File: config.mk
export PLATFORM = sky130hd
export DESIGN_NAME = register_file
export DESIGN_NICKNAME = d
export VERILOG_FILES = /design/src/rtl/register_file.sv
export SDC_FILE = /design/constraint.sdc
export NUM_CORES = 2
export LEC_CHECK = 0
export BUFFER_PORTS_ARGS = -buffer_cell sky130_fd_sc_hd__buf_2
export CAP_MARGIN = 25
export CORE_MARGIN = 1
export CORE_UTILIZATION = 45
export DETAILED_ROUTE_END_ITERATION = 10
export MAX_ROUTING_LAYER = met4
export PLACE_DENSITY = 0.65
export SLEW_MARGIN = 20
export SYNTH_ARGS = -nofsm -noshare
export SYNTH_HDL_FRONTEND = slang
export SYNTH_SLANG_ARGS = --single-unit
File: constraint.sdc
create_clock -name Clk -period 31.8 [get_ports Clk]
set_clock_uncertainty 0.15 [all_clocks]
set_input_delay 3.18 -clock Clk [delete_from_list [all_inputs] [get_ports Clk]]
set_output_delay 3.18 -clock Clk [all_outputs]
set_load 0.1 [all_outputs]
File: src/rtl/register_file.sv
// MIPS 32x32 register file: two combinational read ports, one write port.
// Same-cycle write data is forwarded to matching reads; r0 is hardwired to zero.
module register_file (
  input  logic        Clk,
  input  logic        Reset,
  input  logic [4:0]  ReadRegister1,
  input  logic [4:0]  ReadRegister2,
  input  logic [4:0]  WriteRegister,
  input  logic [31:0] WriteData,
  input  logic        RegWrite,
  output logic [31:0] ReadData1,
  output logic [31:0] ReadData2
);

  logic [31:0] r_regs [32];
  logic        w_wen;
  logic        w_byp1;
  logic        w_byp2;

  assign w_wen  = RegWrite && !Reset && (WriteRegister != 5'd0);
  assign w_byp1 = w_wen && (WriteRegister == ReadRegister1);
  assign w_byp2 = w_wen && (WriteRegister == ReadRegister2);

  // r_regs[0] is cleared on reset and never written, so it stays zero
  always_ff @(posedge Clk or posedge Reset) begin
    if (Reset) begin
      for (int i = 0; i < 32; i++) begin
        r_regs[i] <= '0;
      end
    end else if (w_wen) begin
      r_regs[WriteRegister] <= WriteData;
    end
  end

  always_comb begin
    ReadData1 = '0;
    unique case (1'b1)
      (ReadRegister1 == 5'd0): ReadData1 = '0;
      w_byp1:                  ReadData1 = WriteData;
      default:                 ReadData1 = r_regs[ReadRegister1];
    endcase
  end

  always_comb begin
    ReadData2 = '0;
    unique case (1'b1)
      (ReadRegister2 == 5'd0): ReadData2 = '0;
      w_byp2:                  ReadData2 = WriteData;
      default:                 ReadData2 = r_regs[ReadRegister2];
    endcase
  end

endmodule

==> results <==
- The area share of the largest cell type after synthesis is 45.9%.
- The critical path is of the in2out type.
- The first-pass GRT wire length is 279 mm.
- The kind of end point of the critical path is a primary output.
- The final number of max-transition violations was 0.
- After synthesis, the largest family of logic cells by area is multiplexers.
- The final instance area is 61400 sq um.
- The most common cell in the netlist is sky130_fd_sc_hd__mux2_2.
- Port buffering added 113 buffers.
- The fraction of synthesized cell area in xor and xnor cells is 0.157%.
- The final worst-path cycle share is 34.9%.
- Once the clock tree was built, the setup fixing pass inserted 0 buffers.
- The clock transition at the registers of the reported paths is 0.06 ns.
- The largest fanout on the critical path is 97.
- The region available for standard cell placement spans 122000 sq um.
- The total iterations of the first detailed-routing run is 6.
- The net total in the final layout is 4040.
- In the post-synthesis netlist, the biggest area contributors are sky130_fd_sc_hd__dfrtp_1, sky130_fd_sc_hd__mux2_2, sky130_fd_sc_hd__mux4_2.
- The async set or reset register ratio after synthesis is 100%.
- The number of cells upsized or downsized after cts is 0.
- Setup violations remaining at the end of the flow were counted as 0.
- For the pin with the worst max-slew slack, the measured transition is 1.04 ns.
- r_regs holds more flip-flops than any other register.
- The most used flip-flop cell after synthesis is sky130_fd_sc_hd__dfrtp_1.
- The HPWL after detailed placement is 113 mm.
- The overall power of the completed layout is 3.65 mW.
- The count of unique library cells instantiated by Yosys is 47.
- The share of synthesized cell area in and, or, nand and nor gates is 2.52%.
- The detailed router placed 38800 vias in this run.
- The area growth from synthesis to final layout is 10.1%.
- After synthesis, the mean cell area works out to 13.5 sq um.
- The yosys synthesis warning count is 0.
- For this run, the register share of the synthesized area comes to 45.9%.
- The clock tree from TritonCTS is built.
- In this run the horizontal extent of the chip is 354 microns.
- The netlist area before placement is 55800 sq um.
- Headroom to the max-slew limit came out at 30.4%.
- Row generation in the floorplan step produced 128 rows.
- The post-detailed-route wirelength per cell is 33.7 microns.
- The total grt overflow is 0.
- The flip-flop count of the largest register, all copies and words added is 1024.
- Cells fill 50.2% of the core in the end.
- After detailed routing, the total wire length is 193 mm.
- The number of antenna violations at the first check in global routing is 8.
- The clock buffer count from CTS is 110.
- The endpoint arrival time on the critical path is 7.78 ns.
- In this run the clock root is driven by a sky130_fd_sc_hd__clkbuf_16.
- In this run the deepest clock path goes through 3 buffers.
- Dividing total power by cell area gives a power density of 59.4 nW/um^2.
- Summed over all instances, the cell type with the most area after synthesis is sky130_fd_sc_hd__dfrtp_1.
- In the synthesized netlist, mux cells make up 41.2% of the area.
- The final number of hold-violating endpoints is 0.
- The count of pins on the block boundary is 114.
- The die covers 125000 sq um.
- The analysis attributes to cell leakage a power of 28.2 nW.
- The synthesized-area fraction occupied by ao, oa, aoi and oai cells is 6.35%.
- Summing the areas of all fa, ha and maj instances in the mapped netlist gives 0% of the synthesized area.
- The synthesized design contains 1024 register bits.
- The data required time of the critical path is 28.47 ns.
- In the routed layout, each cell is associated on average with a via count of 6.78.
- For the worst-skew pair, the clock arrives at the later sink with an insertion delay of 0.72 ns.
- In this run the remaining antenna-violating nets after routing total 0.
- Synthesis produced a netlist with a net count of 4175.
- The die is 354 microns tall.
- The number of max-cap violations is 0.
- The number of global-route vias before repair is 38300.
- Entering global routing, the biggest net connects 160 pins.
- The placement-stage cell area is 57500 sq um.
- Synthesis produced 4125 cells.
- The tree built by TritonCTS fans out to 1024 sinks.
- The flow ran to the end, and the final reports show no timing, DRC or antenna violations.
- The highest clock rate is 90.0 MHz.
- STA classifies the critical path startpoint as an input port.
- The fraction of final layout cells sized beyond drive strength 1 is 42.8%.
- After the first detailed-routing iteration, the DRC count stood at 4720.
- The H-tree was split into 3 levels.
- Across the VDD grid, the largest voltage drop is 0.0000673 V.
- The worst path needs 11.11 ns of the cycle, external delays included.
- The largest registers in the layout are r_regs x1024.
- The global-route usage over all layers is 31.4%.
- On the final layout, the worst hold slack is 0.246 ns.
- The commonest cells after synthesis are sky130_fd_sc_hd__mux2_2, sky130_fd_sc_hd__dfrtp_1, sky130_fd_sc_hd__mux2i_1, sky130_fd_sc_hd__mux4_2, sky130_fd_sc_hd__clkbuf_1.
- The worst hold path belongs to the class reg2reg.
- The placer's final routability congestion estimate is 0.865.
- The number of synthesized flops with an enable pin is 0.
- After detailed routing, the number of remaining DRC violations is 0.
- The number of hold buffers added after cts is 0.
- The initial core utilization is 45.6%.
- Setup repair after global routing left no endpoint under its margin.
- The final-layout setup total negative slack is 0 ns.
## per-layer routing
layer  share of wire (%)  global-route usage (%)  up-vias
met5                   0                       -        -
met4                 4.0                    11.1        0
met3                 9.4                    7.40      457
met2                  45                    46.3     2021
met1                  41                    42.3    20800
li1                    -                       -    15500
## where the power goes
part / switching [mW] / internal [mW] / leakage, nW / total (mW)
Sequential: 0.129 / 1.47 / 13.6 / 1.60
Combinational: 0.367 / 0.317 / 12.6 / 0.684
Clock: 0.564 / 0.800 / 1.88 / 1.36
## logic make-up after synthesis
family | after synthesis
mux | 1847
buf+inv | 465
flops | 1024
xor+xnor | 10
simple gates | 296
compound gates | 483
## path summary, 6_finish.rpt
check,startpoint,endpoint,slack (ns),cells past startpoint
min in group asynchronous,Reset,r_regs[198],2.43,2
setup / recovery,ReadRegister2[1],ReadData2[1],20.69,9
max in group asynchronous,Reset,r_regs[713],25.67,7
hold reg to reg,r_regs[1001],r_regs[1001],0.25,0
setup reg to reg,r_regs[829],r_regs[829],30.83,1
hold / removal,r_regs[1001],r_regs[1001],0.25,0
## worst max-delay path, cell delays in order
cell,delay (ns)
sky130_fd_sc_hd__buf_8,0.54
sky130_fd_sc_hd__buf_4,0.80
sky130_fd_sc_hd__buf_12,0.50
sky130_fd_sc_hd__mux2i_1,0.20
sky130_fd_sc_hd__a22o_1,0.29
sky130_fd_sc_hd__a221oi_1,0.38
sky130_fd_sc_hd__o221ai_1,0.21
sky130_fd_sc_hd__o21ai_0,0.76
sky130_fd_sc_hd__buf_2,0.57
## through the flow
stage | instances | setup slack (ns)
floorplan | 4125 | 14.36
global placement | 5494 | 20.73
detailed placement | 5499 | 20.71
CTS | 5703 | 20.74
global route | 5710 | 20.60
finish | 5714 | 20.69
## placed cells by master, fill, tap and decap left out, drive strengths merged, types with 7 or more instances in the layout
cell type / count
o22ai: 39
nand4: 20
a21oi: 113
a22o: 29
nand3: 58
o211ai: 18
nor2: 28
nand2: 110
nor2b: 11
diode: 7
mux2: 1042
o21ai: 13
and2: 7
mux2i: 549
a211oi: 8
buf: 217
mux4: 256
clkinv: 25
a22oi: 159
a221o: 18
a221oi: 24
bufinv: 12
dfrtp: 1024
clkbuf: 157
a32o: 50
nor3: 42
xnor2: 8
## cell type report
| cell class | count | area (sq um) |
|---|---|---|
| flip-flops and latches | 1024 | 25600 |
| repair buffers | 217 | 1610 |
| well taps | 1625 | 2030 |
| inverters | 1 | 7.51 |
| multi-input cells | 2636 | 28300 |
| fillers | 10600 | 60900 |
| clock buffers | 157 | 3210 |
| diodes | 7 | 17.5 |
| clock inverters | 47 | 616 |
No activity file was read; power rests on OpenSTA's default activity.
